--- config.mk ---
export PLATFORM = sky130hd
export DESIGN_NAME = gtf_common_drp_master_flat
export DESIGN_NICKNAME = d
export VERILOG_FILES = /design/src/rtl/gtf_drp_pkg.sv /design/src/rtl/gtf_common_drp_master_if.sv /design/src/rtl/gtf_drp_timer.sv /design/src/rtl/gtf_common_drp_master.sv /design/src/flat_wrapper.sv
export SDC_FILE = /design/constraint.sdc
export NUM_CORES = 1
export LEC_CHECK = 0
export CAP_MARGIN = 10
export CORE_MARGIN = 4
export CORE_UTILIZATION = 42
export DETAILED_ROUTE_END_ITERATION = 16
export PLACE_DENSITY = 0.83
export SLEW_MARGIN = 30
export SYNTH_ARGS = -nofsm -noshare
export SYNTH_HDL_FRONTEND = slang
export SYNTH_SLANG_ARGS = --single-unit
--- constraint.sdc ---
create_clock -name gtf_cm_drpclk -period 1.9 [get_ports gtf_cm_drpclk]
set_input_delay 0.57 -clock gtf_cm_drpclk [delete_from_list [all_inputs] [get_ports gtf_cm_drpclk]]
set_output_delay 0.57 -clock gtf_cm_drpclk [all_outputs]
set_load 0.05 [all_outputs]
--- src/rtl/gtf_drp_pkg.sv ---
// Shared types and constants for the GTF_COMMON DRP initiator.
package gtf_drp_pkg;
  localparam int DRP_AW = 16;
  localparam int DRP_DW = 16;

  typedef enum logic [2:0] {
    IDLE    = 3'd0,
    RD_EN   = 3'd1,
    RD_WAIT = 3'd2,
    WR_EN   = 3'd3,
    WR_WAIT = 3'd4,
    RSP     = 3'd5
  } drp_state_e;

  // Width that can hold a count of 0..cycles inclusive.
  function automatic int tmr_width(input int cycles);
    return $clog2(cycles + 1);
  endfunction
endpackage

--- src/rtl/gtf_common_drp_master_if.sv ---
// Request/response handshake between the register bridge (master) and the DRP initiator (slave).
interface gtf_common_drp_master_if;
  import gtf_drp_pkg::*;

  logic              req_valid;
  logic              req_ready;
  logic              req_we;
  logic [DRP_AW-1:0] req_addr;
  logic [DRP_DW-1:0] req_wdata;
  logic [DRP_DW-1:0] req_mask;
  logic              rsp_valid;
  logic              rsp_ready;
  logic [DRP_DW-1:0] rsp_rdata;
  logic              rsp_timeout;

  modport master (
    output req_valid, req_we, req_addr, req_wdata, req_mask, rsp_ready,
    input  req_ready, rsp_valid, rsp_rdata, rsp_timeout
  );

  modport slave (
    input  req_valid, req_we, req_addr, req_wdata, req_mask, rsp_ready,
    output req_ready, rsp_valid, rsp_rdata, rsp_timeout
  );
endinterface

--- src/rtl/gtf_drp_timer.sv ---
// DRP completion watchdog: cleared during the enable cycle, counts while waiting,
// flags the cycle in which the count reaches TIMEOUT_CYCLES.
module gtf_drp_timer
  import gtf_drp_pkg::*;
#(
  parameter int TIMEOUT_CYCLES = 1024
) (
  input  logic clk,
  input  logic rst_n,
  input  logic clr,
  input  logic en,
  output logic expired
);
  localparam int           W    = tmr_width(TIMEOUT_CYCLES);
  localparam logic [W-1:0] LAST = W'(TIMEOUT_CYCLES - 1);

  logic [W-1:0] cnt;

  always_ff @(posedge clk or negedge rst_n) begin
    if (!rst_n)   cnt <= '0;
    else if (clr) cnt <= '0;
    else if (en)  cnt <= cnt + W'(1);
  end

  // High in the wait cycle whose increment lands on the limit.
  assign expired = en && (cnt == LAST);
endmodule

--- src/rtl/gtf_common_drp_master.sv ---
// DRP initiator for GTF_COMMON: single read / write / masked RMW per request.
// Optional feature macro: GTF_DRP_RMW_EN (masked writes become read-modify-write).
module gtf_common_drp_master
  import gtf_drp_pkg::*;
#(
  parameter int TIMEOUT_CYCLES = 1024
) (
  input  logic                  gtf_cm_drpclk,
  input  logic                  gtf_cm_drprst_n,
  gtf_common_drp_master_if.slave bus,
  output logic                  gtf_cm_drpen,
  output logic                  gtf_cm_drpwe,
  output logic [DRP_AW-1:0]     gtf_cm_drpaddr,
  output logic [DRP_DW-1:0]     gtf_cm_drpdi,
  input  logic [DRP_DW-1:0]     gtf_cm_drpdo,
  input  logic                  gtf_cm_drprdy,
  output logic                  stray_rdy
);
  drp_state_e        state, state_nxt;
  logic              rst_done;
  logic              accept;
  logic              in_wait;
  logic              expired;
  logic              rmw_req;
  logic              rmw_q;
  logic [DRP_DW-1:0] rdata_q;
  logic              timeout_q;

  assign in_wait       = (state == RD_WAIT) || (state == WR_WAIT);
  assign gtf_cm_drpen  = (state == RD_EN) || (state == WR_EN);
  assign gtf_cm_drpwe  = (state == WR_EN);
  assign bus.req_ready = rst_done && (state == IDLE);
  assign bus.rsp_valid = (state == RSP);
  assign bus.rsp_rdata = rdata_q;
  assign bus.rsp_timeout = timeout_q;
  assign accept        = bus.req_valid && bus.req_ready;

`ifdef GTF_DRP_RMW_EN
  logic [DRP_DW-1:0] mask_q;

  assign rmw_req = bus.req_we && (bus.req_mask != '1);

  always_ff @(posedge gtf_cm_drpclk or negedge gtf_cm_drprst_n) begin
    if (!gtf_cm_drprst_n) begin
      mask_q <= '0;
      rmw_q  <= 1'b0;
    end else if (accept) begin
      mask_q <= bus.req_mask;
      rmw_q  <= rmw_req;
    end
  end
`else
  logic unused_mask;
  assign unused_mask = ^bus.req_mask;
  assign rmw_req     = 1'b0;
  assign rmw_q       = 1'b0;
`endif

  gtf_drp_timer #(.TIMEOUT_CYCLES(TIMEOUT_CYCLES)) u_timer (
    .clk     (gtf_cm_drpclk),
    .rst_n   (gtf_cm_drprst_n),
    .clr     (gtf_cm_drpen),
    .en      (in_wait),
    .expired (expired)
  );

  always_ff @(posedge gtf_cm_drpclk or negedge gtf_cm_drprst_n) begin
    if (!gtf_cm_drprst_n) state <= IDLE;
    else                  state <= state_nxt;
  end

  // Completion wins over expiry when both land in the same cycle.
  always_comb begin
    state_nxt = state;
    case (state)
      IDLE:    if (accept) state_nxt = (!bus.req_we || rmw_req) ? RD_EN : WR_EN;
      RD_EN:   state_nxt = RD_WAIT;
      RD_WAIT: if (gtf_cm_drprdy) state_nxt = rmw_q ? WR_EN : RSP;
               else if (expired) state_nxt = RSP;
      WR_EN:   state_nxt = WR_WAIT;
      WR_WAIT: if (gtf_cm_drprdy || expired) state_nxt = RSP;
      RSP:     if (bus.rsp_ready) state_nxt = IDLE;
      default: state_nxt = IDLE;
    endcase
  end

  // drpdi doubles as the write-data holding register; an RMW overwrites it
  // with the merged value between the read completion and the write enable.
  always_ff @(posedge gtf_cm_drpclk or negedge gtf_cm_drprst_n) begin
    if (!gtf_cm_drprst_n) begin
      rst_done       <= 1'b0;
      gtf_cm_drpaddr <= '0;
      gtf_cm_drpdi   <= '0;
      rdata_q        <= '0;
      timeout_q      <= 1'b0;
      stray_rdy      <= 1'b0;
    end else begin
      rst_done <= 1'b1;
      if (gtf_cm_drprdy && !in_wait) stray_rdy <= 1'b1;
      if (accept) begin
        gtf_cm_drpaddr <= bus.req_addr;
        gtf_cm_drpdi   <= bus.req_wdata;
        rdata_q        <= '0;
        timeout_q      <= 1'b0;
      end
      if (state == RD_WAIT && gtf_cm_drprdy) begin
        rdata_q <= gtf_cm_drpdo;
`ifdef GTF_DRP_RMW_EN
        if (rmw_q) gtf_cm_drpdi <= (gtf_cm_drpdo & ~mask_q) | (gtf_cm_drpdi & mask_q);
`endif
      end else if (in_wait && !gtf_cm_drprdy && expired) begin
        rdata_q   <= '0;
        timeout_q <= 1'b1;
      end
    end
  end
endmodule

--- src/flat_wrapper.sv ---
// flat-port wrapper written by rule: the top's interface ports become plain ports
module gtf_common_drp_master_flat import gtf_drp_pkg::*;
#(
  parameter int TIMEOUT_CYCLES = 1024
)
  (gtf_cm_drpclk, gtf_cm_drprst_n, gtf_cm_drpen, gtf_cm_drpwe, gtf_cm_drpaddr, gtf_cm_drpdi, gtf_cm_drpdo, gtf_cm_drprdy, stray_rdy, bus_req_valid, bus_req_we, bus_req_addr, bus_req_wdata, bus_req_mask, bus_rsp_ready, bus_req_ready, bus_rsp_valid, bus_rsp_rdata, bus_rsp_timeout);
  gtf_common_drp_master_if bus_i ();
  input  logic gtf_cm_drpclk;
  input  logic gtf_cm_drprst_n;
  output logic gtf_cm_drpen;
  output logic gtf_cm_drpwe;
  output logic [DRP_AW-1:0] gtf_cm_drpaddr;
  output logic [DRP_DW-1:0] gtf_cm_drpdi;
  input  logic [DRP_DW-1:0] gtf_cm_drpdo;
  input  logic gtf_cm_drprdy;
  output logic stray_rdy;
  input wire logic [$bits(bus_i.req_valid)-1:0] bus_req_valid;
  input wire logic [$bits(bus_i.req_we)-1:0] bus_req_we;
  input wire logic [$bits(bus_i.req_addr)-1:0] bus_req_addr;
  input wire logic [$bits(bus_i.req_wdata)-1:0] bus_req_wdata;
  input wire logic [$bits(bus_i.req_mask)-1:0] bus_req_mask;
  input wire logic [$bits(bus_i.rsp_ready)-1:0] bus_rsp_ready;
  output wire logic [$bits(bus_i.req_ready)-1:0] bus_req_ready;
  output wire logic [$bits(bus_i.rsp_valid)-1:0] bus_rsp_valid;
  output wire logic [$bits(bus_i.rsp_rdata)-1:0] bus_rsp_rdata;
  output wire logic [$bits(bus_i.rsp_timeout)-1:0] bus_rsp_timeout;
  assign bus_i.req_valid = bus_req_valid;
  assign bus_i.req_we = bus_req_we;
  assign bus_i.req_addr = bus_req_addr;
  assign bus_i.req_wdata = bus_req_wdata;
  assign bus_i.req_mask = bus_req_mask;
  assign bus_i.rsp_ready = bus_rsp_ready;
  assign bus_req_ready = bus_i.req_ready;
  assign bus_rsp_valid = bus_i.rsp_valid;
  assign bus_rsp_rdata = bus_i.rsp_rdata;
  assign bus_rsp_timeout = bus_i.rsp_timeout;
  gtf_common_drp_master #(.TIMEOUT_CYCLES(TIMEOUT_CYCLES)) u_core (.gtf_cm_drpclk(gtf_cm_drpclk), .gtf_cm_drprst_n(gtf_cm_drprst_n), .bus(bus_i), .gtf_cm_drpen(gtf_cm_drpen), .gtf_cm_drpwe(gtf_cm_drpwe), .gtf_cm_drpaddr(gtf_cm_drpaddr), .gtf_cm_drpdi(gtf_cm_drpdi), .gtf_cm_drpdo(gtf_cm_drpdo), .gtf_cm_drprdy(gtf_cm_drprdy), .stray_rdy(stray_rdy));
endmodule
==> metrics.md <==
| Metric | Value |
|---|---|
| Status | complete, but fails checks |
| Violated checks | negative setup slack |
| RSZ-0062 raised after global routing | yes |
| Final setup margin | -0.09459 ns |
| Clock Tree Root | clkbuf_8 |
| Synthesized Nets | ~280 |
| Starting density of the core | 0.4425 |
| Syn_area_per_cell | between 10 and 15 um2 |
| Mapped Area | between 2000 and 3000 um2 |
| Largest net degree at the start of global routing | between 60 and 70 |
| CP delay by family, top | simple AND/OR/NAND/NOR gates |
| Most frequent cells in the layout | buf_4, dfrtp_1, clkdlybuf4s50_1 |
| Cell taking the most area after synthesis | dfrtp_1 |
| CP Buf/Inv Count | 1 |
| Crit path max fanout | 4 |
| Layout Area Growth over Synthesis | 48.98% |
| Fillcell total | between 400 and 500 |
| Max stage delay on crit path | 0.41 ns |
| RD Place Congestion | between 0.7 and 0.8 |
| Sum of negative setup slack | -0.1652 ns |
| Setup Crit Path Kind | flop to primary output |
| Htree depth | 3 |
| Design Power | between 7000 and 8000 uW |
| Final hold vios | 0 |
| # IOs | 124 |
| Max-cap viol count | 0 |
| P per Cell Area | 1854 nW/um2 |
| Routed vias/inst | ~5.1 |
| N_diodes | 0 |
| Worst vdd ir | about 1.1 mV |
| Largest cells by area after synthesis | dfrtp_1, mux2_4, a22o_1 |
| Routed via count | 2,156 |
| Post-Route WL | ~6700 um |
| Num Clock Sinks | 65 |
| Placeable Area | ~6500 um2 |
| Mapped Cells | about 210 |
| Grt total ovfl | 0 |
| CTS Buf Count | 9 |
| Share of post-route cells with drive strength above 1 | 0.3937 |
| Clock Latency Late Sink | 0.33 ns |
| Seq cells post-synth | 65 |
| Slew Viols, Final | 0 |
| Highest Clock Rate | ~500 MHz |
| Post-DP HPWL | roughly 4700 um |
| WP data required | 1.33 ns |
| WL/cell | 15.69 um |
| Commonest non-fill, non-tap cell in the layout | buf_4 |
| Critical-path top delay cell | dfrtp_1 |
| Post-DP Area | about 4000 um2 |
| Initial antenna violation count | 0 |
| Die footprint | 8230 um2 |
| Row Count | 29 |
| Seq/Total Area, Yosys | 0.5660 |
| Crit share post-route | 1.050 |
| Final setup fails | 2 |
| Drt first pass iters | 4 |
| CTS Buffer Depth | 2 |
| First-pass GRT wire length | approximately 11,000 um |
| Period minus WS final | 1.995 ns |
| # DRC | 0 |
| Design Area, Final | 4282 um2 |
| WP data arrival | roughly 1.4 ns |
| PortBufs | about 110 |
| Die Width | ~91 um |
| Synth cell types | 38 |
| Final Util | 0.6592 |
| Hold Path Class | primary input to asynchronous set/reset pin |
| Ys flop type | dfrtp_1 |
| EDFF count, synth | 0 |
| GR Util All Layers | 0.1653 |
| Antenna Nets Post-Route | 0 |
| Yosys top cell area share | 0.5660 |
| Nets@finish | between 400 and 500 |
| Die height | between 90 and 100 um |
| Critical path launch point type | flop |
| Synthesis warning total | 0 |
| CTS tree | yes |
| Initial drt markers | 98 |
| Critical Path End Type | primary output |
| Clk pin slew, worst setup/hold paths | approximately 0.070 ns |
| Clock skew | 0.007717 ns |
| Async S/R FF share, synth | 1.000 |
| Vias in the first global route | ~2,300 |
| LEAKAGE | between 0.002 and 0.0025 uW |
| CP Cell Sequence | or2_4 -> nor3b_4 -> buf_12 |
[power breakdown]
part | internal [uW] | leakage [uW] | total [uW] | switching [uW]
Sequential | 1930 | 0.000816 | 2290 | 361
Combinational | 1850 | 0.00118 | 4620 | 2770
Clock | 539 | 0.0000932 | 1030 | 486
Total | 4320 | 0.00209 | 7940 | 3620
[cells in the mapped netlist, types with 2 or more instances]
library cell / count
dfrtp_1: 65
mux2_4: 29
nand2_1: 22
a22o_1: 18
mux2i_1: 7
nor2_1: 7
clkbuf_1: 5
nand2b_1: 4
nand3_1: 4
nand4_1: 4
nor3_1: 4
buf_12: 3
inv_1: 3
mux2_2: 3
o21ai_0: 3
xnor2_1: 3
a21oi_1: 2
a31o_2: 2
buf_2: 2
buf_6: 2
nor3b_1: 2
o22ai_1: 2
o311ai_0: 2
[stage by stage]
stage | std cells | hold WS (ns) | worst slack, ns
4_1_cts | 421 | 0.2439 | -0.1769
2_1_floorplan | 213 | 0.2744 | -0.06726
3_5_place_dp | 403 | 0.4537 | -0.3686
5_1_grt | 425 | 0.2512 | -0.1710
6_report | 425 | 0.2422 | -0.09459
3_3_place_gp | 403 | 0.4527 | -0.3436
[metal layers]
metal / track usage / vias to the layer above / part of all wire
li1: - / 1025 / -
met1: 0.2126 / 1030 / 0.45
met2: 0.2532 / 89 / 0.47
met3: 0.04833 / 12 / 0.062
met4: 0.08291 / 0 / 0.020
met5: 0 / - / 0
[worst paths after layout]
check | end | start | cells after the start | slack, ns
max in group asynchronous | u_core.gtf_cm_drpdi[9]$_DFFE_PN0P_ | gtf_cm_drprst_n | 2 | 1.38
worst max register to register | u_core.gtf_cm_drpaddr[3]$_DFFE_PN0P_ | u_core.state[2]$_DFFE_PN0P_ | 4 | 0.15
min in group gtf_cm_drpclk | u_core.stray_rdy$_DFFE_PN0P_ | u_core.stray_rdy$_DFFE_PN0P_ | 1 | 0.47
worst min-delay path | u_core.state[1]$_DFFE_PN0P_ | gtf_cm_drprst_n | 2 | 0.24
worst min register to register | u_core.stray_rdy$_DFFE_PN0P_ | u_core.stray_rdy$_DFFE_PN0P_ | 1 | 0.47
worst max-delay path | bus_req_ready | u_core.state[2]$_DFFE_PN0P_ | 3 | -0.09
[final cells by class]
cell class | instances | area, um2 | share of cell area
flip-flops and latches | 65 | 1627 | 0.3799
repair buffers | 131 | 1204 | 0.2811
multi-input cells | 133 | 1166 | 0.2724
clock buffers | 13 | 158.9 | 0.03711
well taps | 77 | 96.34 | 0.02250
clock inverters | 3 | 15.01 | 0.003507
inverters | 3 | 15.01 | 0.003507
[registers in the layout, indices dropped and copies added, names as in the netlist]
signal / cells
u_core.gtf_cm_drpdi: 16
u_core.bus.rsp_timeout: 1
u_core.gtf_cm_drpaddr: 16
u_core.u_timer.cnt: 11
u_core.bus.rsp_rdata: 16
u_core.rst_done: 1
u_core.state: 3
u_core.stray_rdy: 1
[cell families (layout without fill, tap and decap cells)]
kind of cell,after synthesis,after routing,synth area share
other,1,1,0.001305
buffers and inverters,15,150,0.04267
muxes,39,39,0.1876
and+or+nand+nor,54,54,0.09186
DFF,65,65,0.5660
xor gates and xnor gates,3,3,0.009144
AOI/OAI and AO/OA,35,35,0.09709
adders and majority gates,1,1,0.004353
[what timing repair did]
action | 4_1_cts | 5_1_grt
buffers inserted | 2 | 5
pin swaps | 2 | 3
hold buffers | 0 | 0
setup endpoints to repair | 18 | 4
hold endpoints to repair | 0 | 0
gates cloned | 0 | 0
resized for setup | 6 | 9
No activity file was read; power rests on OpenSTA's default activity.
